File: config.mk
export PLATFORM = sky130hd
export DESIGN_NAME = instruction_fetch
export DESIGN_NICKNAME = d
export VERILOG_FILES = /design/src/rtl/instruction_fetch_pkg.sv /design/src/rtl/instruction_fetch.sv
export SDC_FILE = /design/constraint.sdc
export NUM_CORES = 1
export LEC_CHECK = 0
export BUFFER_PORTS_ARGS = -buffer_cell sky130_fd_sc_hd__buf_2
export CAP_MARGIN = 20
export CELL_PAD_IN_SITES_DETAIL_PLACEMENT = 1
export CELL_PAD_IN_SITES_GLOBAL_PLACEMENT = 2
export CORE_ASPECT_RATIO = 1.25
export CORE_MARGIN = 2
export CORE_UTILIZATION = 22
export DETAILED_ROUTE_END_ITERATION = 10
export GPL_ROUTABILITY_DRIVEN = 0
export PLACE_DENSITY = 0.88
export SLEW_MARGIN = 25
export SYNTH_ARGS = -nofsm -noshare
export SYNTH_HDL_FRONTEND = slang
export SYNTH_SLANG_ARGS = --single-unit
File: constraint.sdc
create_clock -name i_clk -period 2.1 [get_ports i_clk]
set_input_delay 0.105 -clock i_clk [delete_from_list [all_inputs] [get_ports i_clk]]
set_output_delay 0.105 -clock i_clk [all_outputs]
set_load 0.03 [all_outputs]
File: src/rtl/instruction_fetch_pkg.sv
// ----------------------------------------------------------------------------
// instruction_fetch_pkg
// Shared definitions for the fetch stage and anything that traces it:
//   WORD_SIZE      - architectural address / PC width
//   INSTR_SIZE     - fetched instruction word width
//   RESET_VECTOR   - default PC loaded after reset
//   fetch_state_t  - fetch FSM state encoding (also used by debug/trace)
//   next_pc()      - sequential PC advance, wraps modulo 2^WORD_SIZE
//   pc_misaligned()- true when a PC is not word aligned
// ----------------------------------------------------------------------------
package instruction_fetch_pkg;

    localparam int WORD_SIZE = 32;
    localparam int INSTR_SIZE = 32;
    localparam logic [WORD_SIZE-1:0] RESET_VECTOR = '0;

    typedef enum logic [2:0] {
        FS_BOOT  = 3'd0,
        FS_ISSUE = 3'd1,
        FS_REQ   = 3'd2,
        FS_DRAIN = 3'd3,
        FS_HOLD  = 3'd4,
        FS_FAULT = 3'd5
    } fetch_state_t;

    // Plain modular add: 0xFFFFFFFC advances to 0x00000000.
    function automatic logic [WORD_SIZE-1:0] next_pc(input logic [WORD_SIZE-1:0] pc);
        return pc + WORD_SIZE'(4);
    endfunction

    function automatic logic pc_misaligned(input logic [WORD_SIZE-1:0] pc);
        return pc[1:0] != 2'b00;
    endfunction

endpackage

File: src/rtl/instruction_fetch.sv
// ----------------------------------------------------------------------------
// instruction_fetch
// Fetch stage sitting in front of the register file's PC path. It loads the
// PC, reads one instruction word at a time over a req/ack bus and hands it to
// decode with a valid/ready handshake. Redirects from execute and bus errors /
// misaligned PCs are handled here.
//
// Ports:
//   i_clk, i_rst                       clock, synchronous active-high reset
//   i_program_counter                  current PC from the register file
//   o_load_pc, o_load_pc_data          PC load enable / value
//   i_redirect, i_redirect_target      control-flow redirect from execute
//   o_mem_req, o_mem_addr              instruction-memory read request
//   i_mem_ack, i_mem_err, i_mem_data   read completion (ack or error)
//   o_instr_valid, o_instr, o_instr_pc instruction to decode
//   i_instr_ready                      decode accepts the instruction
//   o_fetch_fault                      sticky fault; o_instr_pc = fault address
// ----------------------------------------------------------------------------
module instruction_fetch
    import instruction_fetch_pkg::*;
#(
    parameter logic [WORD_SIZE-1:0] reset_vector = RESET_VECTOR,
    parameter int                   instr_size   = INSTR_SIZE
) (
    input  logic                  i_clk,
    input  logic                  i_rst,
    input  logic [WORD_SIZE-1:0]  i_program_counter,
    output logic                  o_load_pc,
    output logic [WORD_SIZE-1:0]  o_load_pc_data,
    input  logic                  i_redirect,
    input  logic [WORD_SIZE-1:0]  i_redirect_target,
    output logic                  o_mem_req,
    output logic [WORD_SIZE-1:0]  o_mem_addr,
    input  logic                  i_mem_ack,
    input  logic                  i_mem_err,
    input  logic [instr_size-1:0] i_mem_data,
    output logic                  o_instr_valid,
    output logic [instr_size-1:0] o_instr,
    output logic [WORD_SIZE-1:0]  o_instr_pc,
    input  logic                  i_instr_ready,
    output logic                  o_fetch_fault
);

    fetch_state_t            state_reg, state_next;
    logic [WORD_SIZE-1:0]    fetch_addr_reg;
    logic [instr_size-1:0]   instr_reg;
    logic [WORD_SIZE-1:0]    instr_pc_reg;

    // Datapath strobes decoded alongside the next-state logic.
    logic                    capture_instr;
    logic                    capture_fault;
    logic [WORD_SIZE-1:0]    fault_addr;

    // ------------------------------------------------------------------
    // State register
    // ------------------------------------------------------------------
    always_ff @(posedge i_clk) begin
        if (i_rst) begin
            state_reg <= FS_BOOT;
        end else begin
            state_reg <= state_next;
        end
    end

    // ------------------------------------------------------------------
    // Next-state logic
    // ------------------------------------------------------------------
    always_comb begin
        state_next    = state_reg;
        capture_instr = 1'b0;
        capture_fault = 1'b0;
        fault_addr    = fetch_addr_reg;
        case (state_reg)
            FS_BOOT: begin
                state_next = FS_ISSUE;
            end
            FS_ISSUE: begin
                // A redirect here means the PC changes at this edge; sample it
                // again next cycle instead of fetching the stale value.
                if (!i_redirect) begin
                    if (pc_misaligned(i_program_counter)) begin
                        state_next    = FS_FAULT;
                        capture_fault = 1'b1;
                        fault_addr    = i_program_counter;
                    end else begin
                        state_next = FS_REQ;
                    end
                end
            end
            FS_REQ: begin
                if (i_redirect) begin
                    // Completion in the same cycle is simply dropped; otherwise
                    // the outstanding read must be drained before refetching.
                    state_next = (i_mem_ack || i_mem_err) ? FS_ISSUE : FS_DRAIN;
                end else if (i_mem_ack) begin
                    state_next    = FS_HOLD;
                    capture_instr = 1'b1;
                end else if (i_mem_err) begin
                    state_next    = FS_FAULT;
                    capture_fault = 1'b1;
                end
            end
            FS_DRAIN: begin
                if (i_mem_ack || i_mem_err) begin
                    state_next = FS_ISSUE;
                end
            end
            FS_HOLD: begin
                if (i_redirect || i_instr_ready) begin
                    state_next = FS_ISSUE;
                end
            end
            FS_FAULT: begin
                if (i_redirect) begin
                    state_next = FS_ISSUE;
                end
            end
            default: begin
                state_next = FS_BOOT;
            end
        endcase
    end

    // ------------------------------------------------------------------
    // Fetch address and instruction payload registers
    // ------------------------------------------------------------------
    always_ff @(posedge i_clk) begin
        if (i_rst) begin
            fetch_addr_reg <= '0;
            instr_reg      <= '0;
            instr_pc_reg   <= '0;
        end else begin
            if (state_reg == FS_ISSUE) begin
                fetch_addr_reg <= i_program_counter;
            end
            if (capture_instr) begin
                instr_reg    <= i_mem_data;
                instr_pc_reg <= fetch_addr_reg;
            end else if (capture_fault) begin
                instr_pc_reg <= fault_addr;
            end
        end
    end

    // ------------------------------------------------------------------
    // Outputs
    // ------------------------------------------------------------------
    always_comb begin
        o_load_pc      = 1'b0;
        o_load_pc_data = '0;
        o_mem_req      = 1'b0;
        o_instr_valid  = 1'b0;
        o_fetch_fault  = 1'b0;
        if (!i_rst) begin
            o_mem_req     = (state_reg == FS_REQ) || (state_reg == FS_DRAIN);
            o_instr_valid = (state_reg == FS_HOLD);
            o_fetch_fault = (state_reg == FS_FAULT);
            if (state_reg == FS_BOOT) begin
                // Redirects are ignored while booting.
                o_load_pc      = 1'b1;
                o_load_pc_data = reset_vector;
            end else if (i_redirect) begin
                o_load_pc      = 1'b1;
                o_load_pc_data = i_redirect_target;
            end else if (state_reg == FS_REQ && i_mem_ack) begin
                o_load_pc      = 1'b1;
                o_load_pc_data = next_pc(fetch_addr_reg);
            end
        end
    end

    assign o_mem_addr = fetch_addr_reg;
    assign o_instr    = instr_reg;
    assign o_instr_pc = instr_pc_reg;

endmodule

* Word level (Yosys, flattened, before mapping) *
Cells that the tools add are included.

storage, ports and cells
  flip-flop bits (word level) = 99
  latch bits = 0
  memory bits (writable) = 0
  memory bits (read-only) = 0
  bits of input ports = 102
  output and inout port bits = 132
  word-level logic and storage cells = 58
  memories kept = 0

operators by class
  add/sub/neg operators = 1
  $mul = 0
  div/mod/pow operators = 0
  order comparisons = 0
  equal/unequal tests = 10
  shift-type cells = 0
  mux-type cells = 35
  bitwise gates (word level) = 0
  reduce and logical (&&, ||, !) cells = 8

operator list
  kind                                                              number
  32-bit 2-to-1 mux                                                 9
  32-bit by 3-bit adder with 32-bit output (second input constant)  1
  3-bit 2-to-1 mux                                                  8
  3-bit case mux with 6 select lines                                1
  1-bit 2-to-1 mux                                                  15
  2-bit inequality test (second input constant)                     4
  3-bit by 2-bit == test with 1-bit output (second input constant)  2
  3-bit == test (second input constant)                             2
  5-bit AND reduction                                               1
  4-bit inequality test (second input constant)                     1
  2-bit nonzero test                                                2
  3-bit by 1-bit == test with 1-bit output (second input constant)  1
  3-bit zero test                                                   1
  1-bit logical OR                                                  3
  2-bit 2-to-1 mux                                                  1
  1-bit case mux with 2 select lines                                1
  1-bit logical AND                                                 1

* Logic depth before layout (Yosys ltp) *
Gate-level depths: netlist of run 1.

  word-level depth = 6
  depth in mapped cells = 7
  mapped depth without buffers = 5

* Least setup slack after synthesis of run 1 *
OpenSTA, ideal clock, no wires.

  path kind = reg-to-output
  start point = register fetch_addr_reg[2] (netlist: o_mem_addr[2])
  end point = output port o_load_pc_data[18]
  arrival = 2.439 ns
  required time = 1.995 ns
  path slack = -0.444 ns
  stages on the path, launching flop included = 7
  path buffers = 1
  path through = dfxtp_1 -> ha_1 -> nand3_1 -> or4_1 -> buf_2 -> or4_1 -> nand3_1

between the ends
  word-level cells in the longest chain between the ends = 5

RTL lines
  element                                   RTL line                     source
  start: declaration                        instruction_fetch.sv:45      logic [WORD_SIZE-1:0] fetch_addr_reg;
  start signal: assignment                  instruction_fetch.sv:134     fetch_addr_reg <= i_program_counter;
  32-bit by 3-bit adder with 32-bit output  instruction_fetch_pkg.sv:28  return pc + WORD_SIZE'(4);
  32-bit 2-to-1 mux                         instruction_fetch.sv:165     end else if (state_reg == FS_REQ && i_mem_ack) begin
  32-bit 2-to-1 mux                         instruction_fetch.sv:162     end else if (i_redirect) begin
  32-bit 2-to-1 mux                         instruction_fetch.sv:158     if (state_reg == FS_BOOT) begin
  32-bit 2-to-1 mux                         instruction_fetch.sv:154     if (!i_rst) begin
  end: declaration                          instruction_fetch.sv:29      output logic [WORD_SIZE-1:0] o_load_pc_data,

Every way passes these cells.

* Worst setup path after layout of run 1 *
  start point = register fetch_addr_reg[3] (netlist: o_mem_addr[3])
  end point = output port o_load_pc_data[25]

The elaborated chain is that of the path after synthesis.

==> impl_metrics.yaml, run 1 <==
timing:
  slew_headroom_pct: 46.0
  fin_skew_ns: 0.00830
  worst_slew_pin_slew_ns: 0.810
  setup_violations: 19
  min_period_over_period_pct: 114
  maxSlewViolCount: 0
  finalSetupTns_ns: -3.65
  clock.fmax_mhz: 416
  finalCriticalPeriod_ns: 2.40
  layout_setup_ws_ns: -0.302
  hold_viol: 0
  rsz0062_at_grt: "true"
worst_setup_path:
  timing.rr.start: "state_reg[0]"
  regToRegSetupSlack_ns: 0.13
  cp.required_ns: 2.00
  critPathLaunchType: "flip-flop"
  worstPathArrival_ns: 2.30
  cp-end-kind: "primary output"
  r2r-end: "o_instr_pc[16]"
  path_class: "reg2out"
  startpoint: "o_mem_addr[3]"
  reg2reg_depth: 6
  cp_max_fo: 6
  endpoint: "o_load_pc_data[25]"
synth:
  synth_area_sq_um: 5030
  synth_area_leaders: "dfxtp_1, nand2_1, a21oi_1, a311oi_1, clkbuf_1"
  synth_cells: 697
  synth_seq_area_share_pct: 39.4
  synth-edff-count: 0
  syn_area_per_cell_sq_um: 7.21
  synth-main-ff-cell: "dfxtp_1"
  yosysTopAreaCell: "dfxtp_1"
  synth_async_sr_flop_share_pct: 0
  yosys_warnings: 0
  synth-seq-cells: 99
  synth_top_area_share_pct: 39.4
  synthDistinctLibCells: 48
  synth_nets: 800
detailed_routing:
  firstDrtPassIters: 4
  ant_nets: 0
  drc: 0
  routedWlPerCell_microns: 18.7
  routed_via_density: 4.91
  dr.first_iter.drc_count: 247
  wl_microns: 24300
  vias: 6366
power_and_ir_drop:
  ir_worst_vdd_uv: 421
  p_per_area_nw_per_um2: 627
  power_leakage_uw: 0.00351
global_route:
  gr-total-overflow: 0
  grt_pass1_wl_microns: 37000
  grtUsageMet1_pct: 21.5
  met3_usage_pct: 4.85
  grt_use_met2_pct: 35.8
  grt_max_degree: 73
  antenna_found_initial: 1
  busiest_layer: "met2"
  grt_pass1_vias: 6784
  grt.total_usage_pct: 19.1
floorplan:
  initial_core_util_pct: 22.5
  rows: 61
  dieHeight_microns: 173
  coreArea_sq_um: 22400
  fp.dieW_microns: 139
  pin_count: 234
  dieArea_sq_um: 24100
clock_tree:
  cts_buffer_depth: 2
  htree_levels: 3
  cts-buffers-inserted: 9
  cts.reportedPaths.clkPinSlew_ns: 0.07
  cts_tree: "yes"
  clock_latency_ns: 0.35
  cts_sinks: 99
  cts-root-buf: "clkbuf_16"
min_path:
  hp-class: "in2reg"
place:
  io_buffers: 233
  placed_cells: 1222
  dp_hpwl_microns: 16700
cells_and_area:
  final_common_cell: "nand2_1"
  area_growth_pct: 64.8
  layout-drive-gt1-share_pct: 39.8
  nets: 1112
  finalNonFillerCells: 1297
  mostFrequentLayoutCells: "nand2_1, buf_2, a21oi_1"
run_status:
  status: "finished, violations left"
  violations: "negative setup slack"
run:
  cap_violations: 0
worst max-delay path, cell delays in order, from the launching register on:
cell     delay [ns]
dfxtp_4        0.37
buf_6          0.12
nand3_2        0.16
or4_4          0.53
o311a_1        0.32
a221o_1        0.29
buf_6          0.15
per-layer routing:
layer	wire, microns	share of wire, %	up-vias
met4	370	1.5	0
met5	0	0	-
li1	-	-	3077
met3	1460	6.0	27
met2	12600	52	191
met1	9860	41	3071
what timing repair did:
action,CTS,global route
setup endpoints to repair,24,28
hold buffers,41,0
resized for setup,67,55
pin swaps,3,10
cloned,0,3
setup buffers,7,11
hold endpoints to repair,41,0
kinds of logic after synthesis:
group                      synth area share [%]
AOI/OAI and AO/OA                          23.7
DFF                                        39.4
buffers and inverters                      5.80
muxes                                     0.199
and+or+nand+nor                            28.8
adders and majority gates                 0.249
xor gates and xnor gates                   1.74
how the worst min path moves through the flow:
stage / startpoint / endpoint / slack [ns] / cells past startpoint
2_1_floorplan: i_program_counter[9] / o_mem_addr[9] / 0.23 / 2
4_1_cts: i_program_counter[23] / o_mem_addr[23] / 0.0008 / 3
3_3_place_gp: i_mem_data[24] / o_instr[24] / 0.34 / 3
6_report: i_program_counter[5] / o_mem_addr[5] / 0.009 / 3
3_5_place_dp: i_mem_data[15] / o_instr[15] / 0.35 / 3
5_1_grt: i_program_counter[15] / o_mem_addr[15] / 0.01 / 3
Yosys cell counts, types with 2 or more instances:
cell type / count
clkbuf_1: 52
nand2b_1: 6
a221o_1: 6
o21ba_2: 2
nand4_1: 6
o21a_1: 2
a311oi_1: 36
o21ai_0: 12
buf_1: 3
a211o_1: 3
inv_1: 12
or3_1: 3
xnor2_1: 9
nor3_1: 13
a21oi_1: 101
nand2_1: 218
or4_1: 8
nor4_1: 5
dfxtp_1: 99
o311a_1: 2
nand4_2: 2
and4_1: 2
nor3b_1: 3
nor2_1: 23
nand3_1: 22
o211ai_1: 7
a21o_1: 2
a22oi_1: 7
buf_2: 8
and3_1: 5
layout make-up:
| cell class | count | area [sq um] |
|---|---|---|
| Clock buffer | 13 | 250 |
| Sequential cell | 99 | 2020 |
| Fill cell | 2730 | 14100 |
| Timing Repair Buffer | 362 | 2470 |
| Antenna cell | 1 | 2.50 |
| Multi-Input combinational cell | 525 | 3100 |
| Inverter | 12 | 45.0 |
| Tap cell | 283 | 354 |
| Clock inverter | 2 | 38.8 |
power by group:
group / switching, uW / internal (uW)
Clock: 744 / 956
Combinational: 875 / 527
Sequential: 100 / 1990
stage by stage:
| stage | utilization, % | worst slack [ns] | hold slack [ns] | power, uW | instance area [sq um] |
|---|---|---|---|---|---|
| floorplan | - | -0.0562 | 0.231 | 2830 | 5150 |
| global route | 37.0 | -0.348 | 0.0106 | 5430 | 8280 |
| finish | 37.0 | -0.302 | 0.00900 | 5190 | 8280 |
| global placement | 31.3 | -0.0685 | 0.345 | 3380 | 7000 |
| detailed placement | 31.3 | -0.0902 | 0.353 | 3400 | 7010 |
| CTS | 35.7 | -0.330 | 0.000809 | 5220 | 7990 |
No activity file was read; power rests on OpenSTA's default activity.
==> run 2: changes to the inputs <==
- ABC_AREA: unset -> 1
- CORE_UTILIZATION: 22 -> 21
- PLACE_DENSITY: 0.88 -> 0.86
==> run 2 against run 1 <==
- first-iteration DRC count decreased by 17%
- fmax increased by 17%
- the run now ends clean
- clock power increased by 18%
- non-clock buffer count decreased by 74
- clock skew decreased by 0.00053 ns
- core utilization decreased by 4.4 points
- largest power group unchanged
- worst hold slack got worse by 0.0029 ns
- sequential share of layout area increased by 0.45 points
- global-route usage decreased by 1.5 points
- critical endpoint is now o_load_pc_data[23]
- clock-buffer cell count decreased by 3
- routed wire length decreased by 0.84%
- setup slack improved by 0.35 ns
==> impl_metrics.yaml, run 2 <==
run_status:
  status: "completed"
place:
  io_buffers: 233
  dp_hpwl_microns: 17500
synth:
  syn_area_per_cell_sq_um: 6.36
  synth_top_area_share_pct: 37.3
  yosysTopAreaCell: "dfxtp_1"
  synth_nets: 938
  synth_async_sr_flop_share_pct: 0
  synthTopCellsByCount: "nor2_1, nand2_1, o21ai_0"
  synthDistinctLibCells: 31
  synth_seq_area_share_pct: 37.3
  synth_area_leaders: "dfxtp_1, nor2_1, nand2_1, o21ai_0, a21oi_1"
  synth-edff-count: 0
  synth.most_common_cell: "nor2_1"
  synth_area_sq_um: 5310
  synth-seq-cells: 99
  synth-main-ff-cell: "dfxtp_1"
  yosys_warnings: 0
  synth_cells: 835
global_route:
  grt_max_degree: 95
  grt_pass1_vias: 6510
  gr-total-overflow: 0
  grt_pass1_wl_microns: 36700
  antenna_found_initial: 1
  grt.total_usage_pct: 17.5
timing:
  fin_skew_ns: 0.00778
  clock.fmax_mhz: 488
  maxSlewViolCount: 0
  holdWs_ns: 0.00608
  slew_headroom_pct: 56.2
  finalCriticalPeriod_ns: 2.05
  hold_viol: 0
  rsz0062_at_grt: "true"
  worst_slew_pin_slew_ns: 0.656
  setup_violations: 0
  min_period_over_period_pct: 97.6
clock_tree:
  cts_buffer_depth: 2
  cts-buffers-inserted: 9
  cts_sinks: 99
  clock_latency_ns: 0.36
  cts.reportedPaths.clkPinSlew_ns: 0.08
  cts-root-buf: "clkbuf_16"
  htree_levels: 3
  cts_tree: "yes"
detailed_routing:
  routed_via_density: 4.50
  firstDrtPassIters: 4
  ant_nets: 0
  dr.first_iter.drc_count: 204
  drc: 0
  routedWlPerCell_microns: 16.9
  vias: 6426
  wl_microns: 24100
floorplan:
  coreArea_sq_um: 25000
  initial_core_util_pct: 21.2
  rows: 65
  pin_count: 234
  dieHeight_microns: 182
  dieArea_sq_um: 26600
  fp.dieW_microns: 146
cells_and_area:
  layout-drive-gt1-share_pct: 38.8
  nets: 1191
  mostFrequentLayoutCells: "buf_2, nor2_1, nand2_1"
  fill_cells: 3178
  final_common_cell: "buf_2"
  area_growth_pct: 54.0
  utilization_pct: 32.6
worst_setup_path:
  worstPathArrival_ns: 1.94
  cp.required_ns: 2.00
  cp-end-kind: "primary output"
  cp_max_fo: 5
  critPathLaunchType: "flip-flop"
  path_class: "reg2out"
power_and_ir_drop:
  power_leakage_uw: 0.00356
  p_per_area_nw_per_um2: 696
  power_uw: 5690
  ir_worst_vdd_uv: 382
run:
  cap_violations: 0
min_path:
  hp-class: "in2reg"
## run 2: changes by cell type after synthesis, sizes merged, moves of 10 or more
cell    delta
a21oi     -26
clkbuf    -27
inv       +44
nand3     +16
o21ai    +124
nor2     +174
buf       +10
nand2     -48
a311oi    -36
nor3      -10
## run 2: worst max-delay path: stages, from the launching register on
cell and delay, ns:
dfxtp_4 0.37, inv_4 0.06, nand2_4 0.06, nor3_4 0.19, nand2_2 0.12, clkinv_4 0.14, buf_12 0.13, clkbuf_16 0.14
nand3_4 0.07, a21oi_2 0.15, buf_6 0.14
## run 2: final cells by class
cell class                      instances  area [sq um]  share of cell area, %
Tap cell                              335           419                   5.13
Timing Repair Buffer                  288          1880                   23.0
Clock inverter                          6           113                   1.38
Antenna cell                            1          2.50                 0.0306
Multi-Input combinational cell        634          3270                   40.0
Clock buffer                           10           239                   2.92
Inverter                               56           220                   2.69
Sequential cell                        99          2030                   24.8
## run 2: worst paths after layout
| kind | start | endpoint | slack [ns] | cells past startpoint |
|---|---|---|---|---|
| max | state_reg[2] | o_load_pc_data[23] | 0.05 | 10 |
| min | i_mem_data[13] | o_instr[13] | 0.006 | 3 |
| max reg2reg | state_reg[2] | o_instr_pc[10] | 0.22 | 10 |
| min reg2reg | o_instr[1] | o_instr[1] | 0.48 | 2 |
## run 2: metal layers
layer | vias to the layer above | global-route usage, % | wire length (microns)
met5 | - | 0 | 0
met4 | 0 | 6.80 | 659
met3 | 32 | 3.24 | 1040
met2 | 174 | 31.0 | 12000
met1 | 3009 | 21.0 | 10400
li1 | 3211 | - | -
## run 2: timing repair
action,in CTS,in global routing
hold buffers,14,0
gates resized for setup,65,154
setup buffers,2,13
setup endpoints to repair,28,32
gates cloned,1,3
endpoints found under the hold margin,14,0
pin swaps,4,30
## run 2: cells by family after synthesis
kind of cell,Yosys count,synth area share (%)
compound gates,216,21.1
xor+xnor,2,0.330
fa+ha+maj,1,0.236
buf+inv,102,9.31
flops,99,37.3
simple gates,415,31.6
## run 2: where the power goes
part           switching (uW)  internal (uW)  total, uW  leakage [uW]
clock network             808           1200       2010      0.000173
registers                 167           2040       2210      0.000818
logic                    1000            469       1470       0.00257
## run 2: metrics by stage
step                cells  setup TNS (ns)  cell area, sq um  setup slack (ns)
global placement     1379               0              6830             0.171
CTS                  1412         -0.0260              7550           -0.0120
finish               1429               0              8170            0.0506
global route         1429          -0.867              8170           -0.0876
detailed placement   1379               0              6830             0.145
floorplan             835               0              5310            0.0366
